<file path="src/rtl/sprite_draw_sequencer.sv">
// Sprite draw sequencer: drains a queue of sprite jobs into SDRAM, one
// 128-bit row per write, masking transparent bytes via byte enables.
//
// state    | meaning
// ---------+--------------------------------------------------------------
// S_IDLE   | waiting for new_frame
// S_FETCH  | pop next job (wait here while the queue is empty)
// S_RD     | sprite RAM read in flight; capture row on last latency cycle
// S_WR     | SDRAM write request / handshake
// S_NEXT   | advance row counter, start next read or finish job
// S_JOBEND | job finished; pulse done if it was the frame's last job
module sprite_draw_sequencer #(
  parameter int          FIFO_DEPTH  = 4,
  parameter int          LINE_STRIDE = 40,
  parameter int          RAM_LAT     = 1,
  parameter logic [7:0]  TRANSPARENT = 8'hFF
) (
  input  logic          clk,
  input  logic          reset,
  input  logic          new_frame,
  input  logic          job_valid,
  output logic          job_ready,
  input  logic [8:0]    job_ram_base,
  input  logic [5:0]    job_rows,
  input  logic [21:0]   job_sdram_addr,
  input  logic          job_last,
  output logic [8:0]    ram_rdaddr,
  input  logic [127:0]  ram_q,
  output logic          sdram_wr,
  output logic [21:0]   sdram_addr,
  output logic [127:0]  sdram_data,
  output logic [15:0]   sdram_be,
  input  logic          sdram_wait,
  input  logic          sdram_ac,
  output logic          busy,
  output logic          done,
  output logic          frame_overrun
);

  localparam int         PTR_W    = $clog2(FIFO_DEPTH);
  localparam logic [1:0] LAT_LOAD = 2'(RAM_LAT - 1);

  typedef enum logic [2:0] {S_IDLE, S_FETCH, S_RD, S_WR, S_NEXT, S_JOBEND} state_t;
  state_t state, state_nxt;

  logic [8:0]     fifo_base [FIFO_DEPTH];
  logic [5:0]     fifo_rows [FIFO_DEPTH];
  logic [21:0]    fifo_addr [FIFO_DEPTH];
  logic           fifo_last [FIFO_DEPTH];
  logic [PTR_W:0] wr_ptr, rd_ptr;
  logic           full, empty, push, pop;

  logic [8:0]     head_base;
  logic [5:0]     head_rows;
  logic [21:0]    head_addr;
  logic           head_last;

  logic [8:0]     cur_base;
  logic [5:0]     cur_rows;
  logic [21:0]    cur_addr;
  logic           cur_last;
  logic [5:0]     row_cnt, row_nxt;
  logic [1:0]     lat_cnt;
  logic [21:0]    row_off;
  logic [15:0]    be_in;

  // Occupancy uses an extra wrap bit so full and empty are distinguishable;
  // job_ready reflects occupancy before any same-cycle pop.
  assign full      = (wr_ptr[PTR_W] != rd_ptr[PTR_W]) &&
                     (wr_ptr[PTR_W-1:0] == rd_ptr[PTR_W-1:0]);
  assign empty     = (wr_ptr == rd_ptr);
  assign job_ready = !full;
  assign push      = job_valid && !full;

  assign head_base = fifo_base[rd_ptr[PTR_W-1:0]];
  assign head_rows = fifo_rows[rd_ptr[PTR_W-1:0]];
  assign head_addr = fifo_addr[rd_ptr[PTR_W-1:0]];
  assign head_last = fifo_last[rd_ptr[PTR_W-1:0]];

  assign busy    = (state != S_IDLE);
  assign row_nxt = row_cnt + 6'd1;
  assign row_off = 22'(row_cnt) * 22'(LINE_STRIDE);

  // Byte enables: write every byte that is not the transparent colour.
  always_comb begin
    be_in = '0;
    for (int i = 0; i < 16; i++) be_in[i] = (ram_q[8*i +: 8] != TRANSPARENT);
  end

  // Job queue storage; flushing on reset is done through the pointers.
  always_ff @(posedge clk) begin
    if (push) begin
      fifo_base[wr_ptr[PTR_W-1:0]] <= job_ram_base;
      fifo_rows[wr_ptr[PTR_W-1:0]] <= job_rows;
      fifo_addr[wr_ptr[PTR_W-1:0]] <= job_sdram_addr;
      fifo_last[wr_ptr[PTR_W-1:0]] <= job_last;
    end
  end

  // Queue pointers.
  always_ff @(posedge clk) begin
    if (reset) begin
      wr_ptr <= '0;
      rd_ptr <= '0;
    end else begin
      if (push) wr_ptr <= wr_ptr + 1'b1;
      if (pop)  rd_ptr <= rd_ptr + 1'b1;
    end
  end

  // State register.
  always_ff @(posedge clk) begin
    if (reset) state <= S_IDLE;
    else       state <= state_nxt;
  end

  // Next-state logic and queue pop.
  always_comb begin
    state_nxt = state;
    pop       = 1'b0;
    case (state)
      S_IDLE:   if (new_frame) state_nxt = S_FETCH;
      S_FETCH:  if (!empty) begin
                  pop       = 1'b1;
                  state_nxt = (head_rows == 6'd0) ? S_JOBEND : S_RD;
                end
      S_RD:     if (lat_cnt == 2'd0) state_nxt = (be_in == 16'd0) ? S_NEXT : S_WR;
      S_WR:     if (sdram_wr && sdram_ac) state_nxt = S_NEXT;
      S_NEXT:   state_nxt = (row_nxt == cur_rows) ? S_JOBEND : S_RD;
      S_JOBEND: state_nxt = cur_last ? S_IDLE : S_FETCH;
      default:  state_nxt = S_IDLE;
    endcase
  end

  // Datapath: job registers, read address, write request and status pulses.
  always_ff @(posedge clk) begin
    if (reset) begin
      cur_base      <= '0;
      cur_rows      <= '0;
      cur_addr      <= '0;
      cur_last      <= 1'b0;
      row_cnt       <= '0;
      lat_cnt       <= '0;
      ram_rdaddr    <= '0;
      sdram_wr      <= 1'b0;
      sdram_addr    <= '0;
      sdram_data    <= '0;
      sdram_be      <= '0;
      done          <= 1'b0;
      frame_overrun <= 1'b0;
    end else begin
      done          <= 1'b0;
      frame_overrun <= new_frame && (state != S_IDLE);
      case (state)
        S_FETCH: if (!empty) begin
          cur_base <= head_base;
          cur_rows <= head_rows;
          cur_addr <= head_addr;
          cur_last <= head_last;
          row_cnt  <= '0;
          lat_cnt  <= LAT_LOAD;
          if (head_rows != 6'd0) ram_rdaddr <= head_base;
        end
        S_RD: begin
          if (lat_cnt == 2'd0) begin
            sdram_data <= ram_q;
            sdram_addr <= cur_addr + row_off;
            sdram_be   <= be_in;
          end else begin
            lat_cnt <= lat_cnt - 2'd1;
          end
        end
        S_WR: begin
          if (!sdram_wr && !sdram_wait)   sdram_wr <= 1'b1;
          else if (sdram_wr && sdram_ac)  sdram_wr <= 1'b0;
        end
        S_NEXT: begin
          row_cnt <= row_nxt;
          if (row_nxt != cur_rows) begin
            ram_rdaddr <= cur_base + 9'(row_nxt);
            lat_cnt    <= LAT_LOAD;
          end
        end
        S_JOBEND: if (cur_last) done <= 1'b1;
        default: ;
      endcase
    end
  end

endmodule

</file>
<file path="config.mk">
export PLATFORM = sky130hd
export DESIGN_NAME = sprite_draw_sequencer
export DESIGN_NICKNAME = d
export VERILOG_FILES = /design/src/rtl/sprite_draw_sequencer.sv
export SDC_FILE = /design/constraint.sdc
export NUM_CORES = 1
export LEC_CHECK = 0
export BUFFER_PORTS_ARGS = -buffer_cell sky130_fd_sc_hd__buf_2
export CELL_PAD_IN_SITES_DETAIL_PLACEMENT = 1
export CELL_PAD_IN_SITES_GLOBAL_PLACEMENT = 1
export CORE_ASPECT_RATIO = 1.4
export CORE_MARGIN = 4
export CORE_UTILIZATION = 35
export DETAILED_ROUTE_END_ITERATION = 8
export GPL_TIMING_DRIVEN = 0
export PLACE_DENSITY_LB_ADDON = 0.1
export SYNTH_ARGS = -nofsm -noshare
export SYNTH_HDL_FRONTEND = slang
export SYNTH_SLANG_ARGS = --single-unit
</file>
<file path="constraint.sdc">
create_clock -name clk -period 5.8 [get_ports clk]
set_input_delay 1.16 -clock clk [delete_from_list [all_inputs] [get_ports clk]]
set_output_delay 1.16 -clock clk [all_outputs]
set_load 0.005 [all_outputs]
</file>
Yosys cells after proc, flatten, opt, wreduce, memory -nomap -nowiden:

Memories as Yosys holds them, arrays and structs flattened. A register that Yosys moved wholly into a read port is not among the register bits.
Cells that the tools add are included.

* input port bits: 172
* register bits: 210
* memories: 4
* memory bits (writable): 152
* output and inout port bits: 180

* multiply operators: 1
* bitwise gates (word level): 2
* reduce and logical (&&, ||, !) cells: 25
* $add $sub $neg: 6
* eq/ne operators: 33
* muxes and demuxes: 30

Memories
* fifo_addr: words 4, width 22, rd ports 1, clocked after memory_dff 1, write ports 1, RTL line 48 `logic [21:0] fifo_addr [FIFO_DEPTH];`
* fifo_base: words 4, width 9, rd ports 1, clocked after memory_dff 1, write ports 1, RTL line 46 `logic [8:0] fifo_base [FIFO_DEPTH];`
* fifo_rows: words 4, width 6, rd ports 1, clocked after memory_dff 1, write ports 1, RTL line 47 `logic [5:0] fifo_rows [FIFO_DEPTH];`
* fifo_last: words 4, width 1, rd ports 1, clocked after memory_dff 1, write ports 1, RTL line 49 `logic fifo_last [FIFO_DEPTH];`

Operators with widths (number)
* 8-bit inequality test (second input constant): 16
* 9-bit two-way mux: 3
* 22-bit by 12-bit adder with 22-bit output: 1
* 3-bit two-way mux: 7
* 3-bit case mux with 6 select lines: 1
* 9-bit case mux with 2 select lines: 1
* 16-bit zero test: 1
* 2-bit two-way mux: 7
* 2-bit inequality test (second input constant): 7
* 6-bit case mux with 2 select lines: 1
* 4-bit AND reduction: 3
* 9-bit by 6-bit adder with 9-bit output: 1
* 6-bit by 3-bit multiplier with 9-bit output (second input constant): 1
* 1-bit two-way mux: 8
* 2-bit AND reduction: 4
* 3-bit by 1-bit adder with 3-bit output (second input constant): 2
* 6-bit by 1-bit adder with 6-bit output (second input constant): 1
* 3-bit by 2-bit equality test with 1-bit output (second input constant): 2
* 3-bit equality test (second input constant): 2
* 6-bit equality test: 1
* 6-bit zero test: 1
* 6-bit two-way mux: 1
* 6-bit inequality test: 1
* 2-bit case mux with 3 select lines: 1
* other kinds (14): 23

Logic depth before layout (Yosys ltp):

Gate-level depths: netlist of the first run.

* depth after elaboration: 6
* mapped depth: 12

Worst setup path before layout of the first run:

OpenSTA, ideal clock, no wires.

* kind: register -> register
* start: register row_cnt[3]
* end: register sdram_addr[14]
* path buffers: 0
* path slack: 2.755 ns
* cell stages (with the launch flop): 11
* arrival time: 2.908 ns
* cell sequence: dfxtp_1 ha_1 ha_1 fa_1 ha_1 a21o_1 a21oi_1 o21ai_1 a2111oi_4 or4_1 a31oi_1

* cells in the longest elaborated chain, start to end: 2

Ends and longest elaborated chain
* from (decl): RTL line 62 `logic [5:0] row_cnt, row_nxt;`
* from (signal assigned): RTL line 178 `row_cnt <= row_nxt;`
* 6-bit by 3-bit multiplier with 9-bit output: RTL line 82 `assign row_off = 22'(row_cnt) * 22'(LINE_STRIDE);`
* 22-bit by 12-bit adder with 22-bit output: RTL line 167 `sdram_addr <= cur_addr + row_off;`
* to (signal assigned): RTL line 167
* to (decl): RTL line 30 `output logic [21:0] sdram_addr,`

No other way between the ends.
A chain may end at the register's enable or synchronous reset.

Worst setup path in the final report of the first run:

* start: register row_cnt[3]
* end: register sdram_addr[20]

The elaborated chain is that of the path after synthesis.

==> impl_results.md, run 1 <==
* Outcome: complete, no violations
* Starting utilization of the core area at 35.36%
* GP Congestion at 0.8517
* Clk buf depth at 3
* Max_slew headroom at 34.96%
* CTS Root Cell: clkbuf_16
* # setup viols final at 0
* Largest cells by area after synthesis: dfxtp_1 30%, edfxtp_1 29%, nand2_1 9.1%
* P_int at 4.844 mW
* Routed wire length at 51700 um
* GRT Total Usage at 20.94%
* Largest net degree at the start of global routing at 25
* TritonCTS clock tree: yes
* Post-Place Cells at 2377
* Final Hold Vio Count at 0
* Final Cycle Share at 60.64%
* Fin Setup TNS at 0 ns
* TritonCTS buffer count at 42
* Setup CP Type: reg -> reg
* Post-synth ARST share at 0%
* F_max at 0.2843 GHz
* Boundary Pins at 352
* Vias in the first global route at 13020
* Grt ovf at 0
* Wire per inst at 21.02 um
* Critical Path End Type: flop
* Die width at 186.3 um
* Total number of vias at 12570
* Synth Register Bits at 387
* Net switching fraction of the power at 26.35%
* Detail Route Antenna Nets at 0
* Post-synthesis cell area at 0.01558 sq mm
* Data required, critical path at 6.27 ns
* CTS sink count at 387
* I/O Buffers at 351
* Antenna violations before repair at 10
* Synth warn at 0
* Top-area cell type share of the netlist area at 30.20%
* Min Clock Period, post-route at 3.517 ns
* Number of max-cap violations at 0
* Core Area at 0.04406 sq mm
* First-pass GRT wire length at 78830 um
* Maximum vdd drop at 0.0002128 V
* DR iter-0 viols at 463
* Crit-path max FO at 10
* Setup crit start kind: flop
* Comb pwr share at 13.1%
* Leading cell types in the layout, fill and taps excluded: 377 x nand2_1, 363 x buf_2, 235 x dfxtp_1, 194 x a21oi_1, 152 x edfxtp_1
* RSZ-0062 raised after global routing: no
* Clk_lat worst skew at 0.55 ns
* DIE HEIGHT at 257.6 um
* Commonest non-fill, non-tap cell in the layout: nand2_1
* Share of cells above drive strength 1 at 25.77%
* Sequential cell area fraction in the yosys report at 59.50%
* Hold WC Path Type: reg -> reg
* Post-DP HPWL at 40270 um
* Worst-margin pin slew at 0.9755 ns
* DRC viols at 0
* Vias per inst at 5.111
* Power Density at 337.5 mW/mm^2
* Syn_nets at 1670
* NetSw at 1.733 mW
* DR pass1 iterations at 4
* Final nets at 2069
* Layout area overhead at 25.07%
* Count of different cell masters after synthesis at 64
* Hold_ws at 0.4487 ns
* Pins Over Slew Limit at 0
* Post-Syn Area per Cell at 10.64 sq um
* EDFF count, synth at 152
* Worst Skew at 0.01419 ns
* Hold buffer count at CTS at 0
* Flop pwr share at 46.8%
* Clock transition at the registers of the reported paths at 0.06 ns
* Placement Rows at 91
* Setup Buffers After CTS at 0
* Data arrival, critical path at 3.99 ns
* Synth Flop Type: dfxtp_1
* Dominant cell type by area after synthesis: dfxtp_1
* Leakage power at 7.542 nW
* Fin cells at 2460
* Die Area at 0.04800 sq mm
* Synth Instances at 1464
* Clk pwr share at 40.1%
* H-tree depth at 2
* Tot Pwr at 6.577 mW
* Post-CTS resize count at 0
-- path summary, 6_finish.rpt --
path | end | from | cells past startpoint | slack [ns]
hold / removal | ram_rdaddr[2]$_SDFFE_PP0P_ | ram_rdaddr[2]$_SDFFE_PP0P_ | 2 | 0.45
setup reg to reg | sdram_addr[20]$_SDFFE_PP0P_ | row_cnt[3]$_SDFFE_PP0P_ | 10 | 2.28
hold reg to reg | ram_rdaddr[2]$_SDFFE_PP0P_ | ram_rdaddr[2]$_SDFFE_PP0P_ | 2 | 0.45
setup / recovery | sdram_addr[20]$_SDFFE_PP0P_ | row_cnt[3]$_SDFFE_PP0P_ | 10 | 2.28
-- sequential cells by signal, summed over array words and instances, names as in the netlist, 2 cells and up, named ones only --
name        flops
rd_ptr          3
sdram_be       16
fifo_rows      24
cur_rows        6
row_cnt         6
cur_addr       22
fifo_addr      88
state           3
cur_base        9
sdram_addr     22
fifo_base      36
ram_rdaddr      9
sdram_data    128
fifo_last       4
wr_ptr          3
lat_cnt         2
-- cells by family after synthesis --
logic type,count (synthesis),synth area share [%]
adders and majority gates,34,2.875
xor gates and xnor gates,26,1.735
muxes,42,5.751
DFF,387,59.50
buffers and inverters,106,2.795
and+or+nand+nor,562,15.46
AOI/OAI and AO/OA,307,11.89
-- metal layers --
metal  global-route usage (%)  routed length [um]  vias to the layer above
li1                         -                   -                     6037
met1                    24.03               20430                     6125
met2                    38.17               26750                      315
met3                    4.313                2671                       92
met4                    8.446                1822                        4
met5                        0                  26                        -
-- power by group through the flow --
stage	clock [mW]	sequential (mW)	combinational, mW
2_1_floorplan	0	3.13	0.472
5_1_grt	2.83	3.10	0.958
3_5_place_dp	0	3.14	0.879
4_1_cts	2.72	3.08	0.882
3_3_place_gp	0	3.13	0.857
6_report	2.64	3.08	0.863
-- synthesized netlist by cell type (5+ instances only) --
| cell type | n |
|---|---|
| buf_1 | 6 |
| and3_1 | 14 |
| nor2_1 | 64 |
| a21o_1 | 8 |
| nand3_1 | 14 |
| nand2_1 | 377 |
| a21oi_1 | 194 |
| mux4_2 | 38 |
| o21ai_1 | 11 |
| nor4_1 | 9 |
| or3_1 | 5 |
| buf_2 | 12 |
| nor3_1 | 15 |
| o31ai_1 | 5 |
| inv_1 | 11 |
| nand3b_1 | 8 |
| a211oi_1 | 24 |
| xnor2_1 | 15 |
| clkbuf_1 | 71 |
| dfxtp_1 | 235 |
| xor2_1 | 8 |
| o21ai_0 | 16 |
| a31oi_1 | 5 |
| edfxtp_1 | 152 |
| nand4_1 | 37 |
| ha_1 | 31 |
| nor2b_1 | 6 |
-- metrics by stage --
step | instance area (sq um) | worst slack (ns) | util, %
after floorplan | 15580 | 2.755 | -
after global placement | 18030 | 2.280 | 40.93
after detailed placement | 18120 | 2.280 | 41.12
after CTS | 19460 | 2.245 | 44.17
after global routing | 19480 | 1.983 | 44.22
final | 19480 | 2.283 | 44.22
-- cell type report --
cell class,instances,area [sq um]
buffer,92,382.9
antenna,8,20.02
clock buffer,57,1167
sequential,387,9269
multi-input combinational,971,5879
inverter,14,52.55
timing repair buffer,355,1837
fill,5037,24580
tap,558,698.2
clock inverter,18,178.9
-- critical path: stages, from the launching register on --
cell,delay (ns)
dfxtp_1,0.50
ha_1,0.30
ha_1,0.23
fa_1,0.45
ha_1,0.35
a21o_1,0.18
a21oi_1,0.22
o21ai_1,0.17
a2111oi_4,0.68
o31ai_1,0.18
a31oi_1,0.20
No activity file was read; power rests on OpenSTA's default activity.
==> inputs of run 2 (changes only) <==
- clock period: 5.8 -> 2.85 ns (I/O delays scaled with it)
==> impl_results.md, run 2 (synthesis results as in run 1) <==
* Pins Over Slew Limit at 0
* GRT Total Usage at 21.11%
* Starting utilization of the core area at 35.36%
* CTS sink count at 387
* Placement Rows at 91
* Core Area at 0.04406 sq mm
* Clock transition at the registers of the reported paths at 0.06 ns
* Vias in the first global route at 13120
* Hold Path Stages at 1
* Critical path cell sequence: ha_4 -> ha_4 -> fa_2 -> a21o_1 -> a21oi_2 -> xnor2_2 -> ha_4 -> buf_6 -> a2111oi_4 -> buf_4 -> or4_4 -> a31oi_1
* Final Cycle Share at 102.1%
* Commonest non-fill, non-tap cell in the layout: nand2_1
* Critical Path End Type: flop
* Leakage power at 7.636 nW
* CP max stage cell: or4_4
* Final WS setup at -0.05873 ns
* DR iter-0 viols at 489
* Antenna violations before repair at 4
* Clk_lat worst skew at 0.55 ns
* Power Density at 670.3 mW/mm^2
* R2R cell count at 12
* DIE HEIGHT at 257.6 um
* Total number of vias at 12520
* DRC viols at 0
* Placed Area at 0.01815 sq mm
* Largest net degree at the start of global routing at 29
* # setup viols final at 5
* H-tree depth at 2
* Routed wire length at 52490 um
* CTS Root Cell: clkbuf_16
* Setup slack, reg-to-reg at -0.06 ns
* Critical path's top delay family: adder cells
* Detail Route Antenna Nets at 0
* TritonCTS clock tree: yes
* Share of cells above drive strength 1 at 28.99%
* Data required, critical path at 3.32 ns
* Clk buf depth at 3
* GP Congestion at 0.8691
* First-pass GRT wire length at 79810 um
* Top cell by count, worst path: ha_4
* Place WS at -0.4633 ns
* Worst-margin pin slew at 0.8869 ns
* TritonCTS buffer count at 41
* Vias per inst at 5.066
* Finished Cell Area at 0.01995 sq mm
* Min Clock Period, post-route at 2.909 ns
* Layout area overhead at 28.03%
* Number of max-cap violations at 0
* Setup crit start kind: flop
* Tot Pwr at 13.37 mW
* Grt ovf at 0
* F_max at 0.3438 GHz
* RSZ-0062 raised after global routing: yes
* Final nets at 2084
* Outcome: finished with violations
* Number of flip-flops in the largest register at 128
* Final Hold Vio Count at 0
* Post-DP HPWL at 40390 um
* Critical Path Stages at 12
* Setup CP Type: reg -> reg
* Die Area at 0.04800 sq mm
* Boundary Pins at 352
* Maximum vdd drop at 0.0005000 V
* Top reg by flops: sdram_data
* Crit-path max FO at 5
* CP max stage delay at 0.46 ns
* Failing checks: setup timing
* Hold WC Path Type: in -> reg
* Worst Skew at 0.01255 ns
* Data arrival, critical path at 3.38 ns
* Hold buffer count at CTS at 0
* Wire per inst at 21.23 um
* DR pass1 iterations at 4
* Hold_ws at 0.2300 ns
* I/O Buffers at 351
* Worst Path Buf+Inv at 2
* Die width at 186.3 um
* Max_slew headroom at 40.87%
* Leading cell types in the layout, fill and taps excluded: 377 x nand2_1, 363 x buf_2, 229 x dfxtp_1, 188 x a21oi_1, 152 x edfxtp_1
## run 2: cell count changes in the layout (fill, tap and decap cells not counted), moves of 5 or more
cell | previous run | this run
a21oi_1 | 194 | 188
buf_4 | 0 | 13
clkbuf_1 | 80 | 74
dfxtp_1 | 235 | 229
dfxtp_4 | 0 | 5
diode_2 | 8 | 3
ha_1 | 31 | 18
ha_4 | 0 | 11
## run 2: worst reg2reg max path, delay by kind of cell, from the launching register on
kind,cells,cell delay (ns)
flops,1,0.36
compound gates,4,0.60
buf+inv,2,0.27
xor+xnor,1,0.19
simple gates,1,0.46
fa+ha+maj,4,0.95
## run 2: final timing paths
check	from	end
max	row_cnt[3]$_SDFFE_PP0P_	sdram_addr[18]$_SDFFE_PP0P_
min	job_sdram_addr[1]	fifo_addr[0][1]$_DFFE_PP_
max reg2reg	row_cnt[3]$_SDFFE_PP0P_	sdram_addr[18]$_SDFFE_PP0P_
min reg2reg	sdram_addr[11]$_SDFFE_PP0P_	sdram_addr[11]$_SDFFE_PP0P_
## run 2: through the flow
stage | setup TNS [ns] | utilization (%) | std cells
3_5_place_dp | -8.811 | 41.20 | 2377
5_1_grt | -0.6817 | 45.27 | 2472
3_3_place_gp | -77.37 | 41.00 | 2373
2_1_floorplan | -0.0002252 | - | 1464
4_1_cts | -0.3489 | 44.84 | 2466
6_report | -0.1440 | 45.27 | 2472
## run 2: what timing repair did
item | in CTS | in global routing
setup endpoints to repair | 41 | 46
setup buffers | 12 | 3
endpoints found under the hold margin | 0 | 0
cloned | 1 | 1
pin swaps | 20 | 19
resized for setup | 38 | 29
## run 2: report_power, final
| part | internal, mW | leakage (nW) | switching, mW |
|---|---|---|---|
| sequential | 6.10 | 3.30 | 0.167 |
| clock | 3.04 | 0.649 | 2.28 |
| combinational | 0.697 | 3.68 | 1.10 |
## run 2: layer usage
layer | routed length, um | track usage, %
met1 | 20650 | 24.12
met2 | 27670 | 39.57
met3 | 2580 | 4.151
met4 | 1578 | 6.864
met5 | 10 | 0
## run 2: area by class of cell
class                   instances  area, sq um
diodes                          3        7.507
fillers                      4998        24120
clock inverters                24        237.7
clock buffers                  52         1097
plain buffers                  91        386.6
repair buffers                371         1972
flip-flops and latches        387         9289
well taps                     558        698.2
inverters                      14        52.55
multi-input cells             972         6205
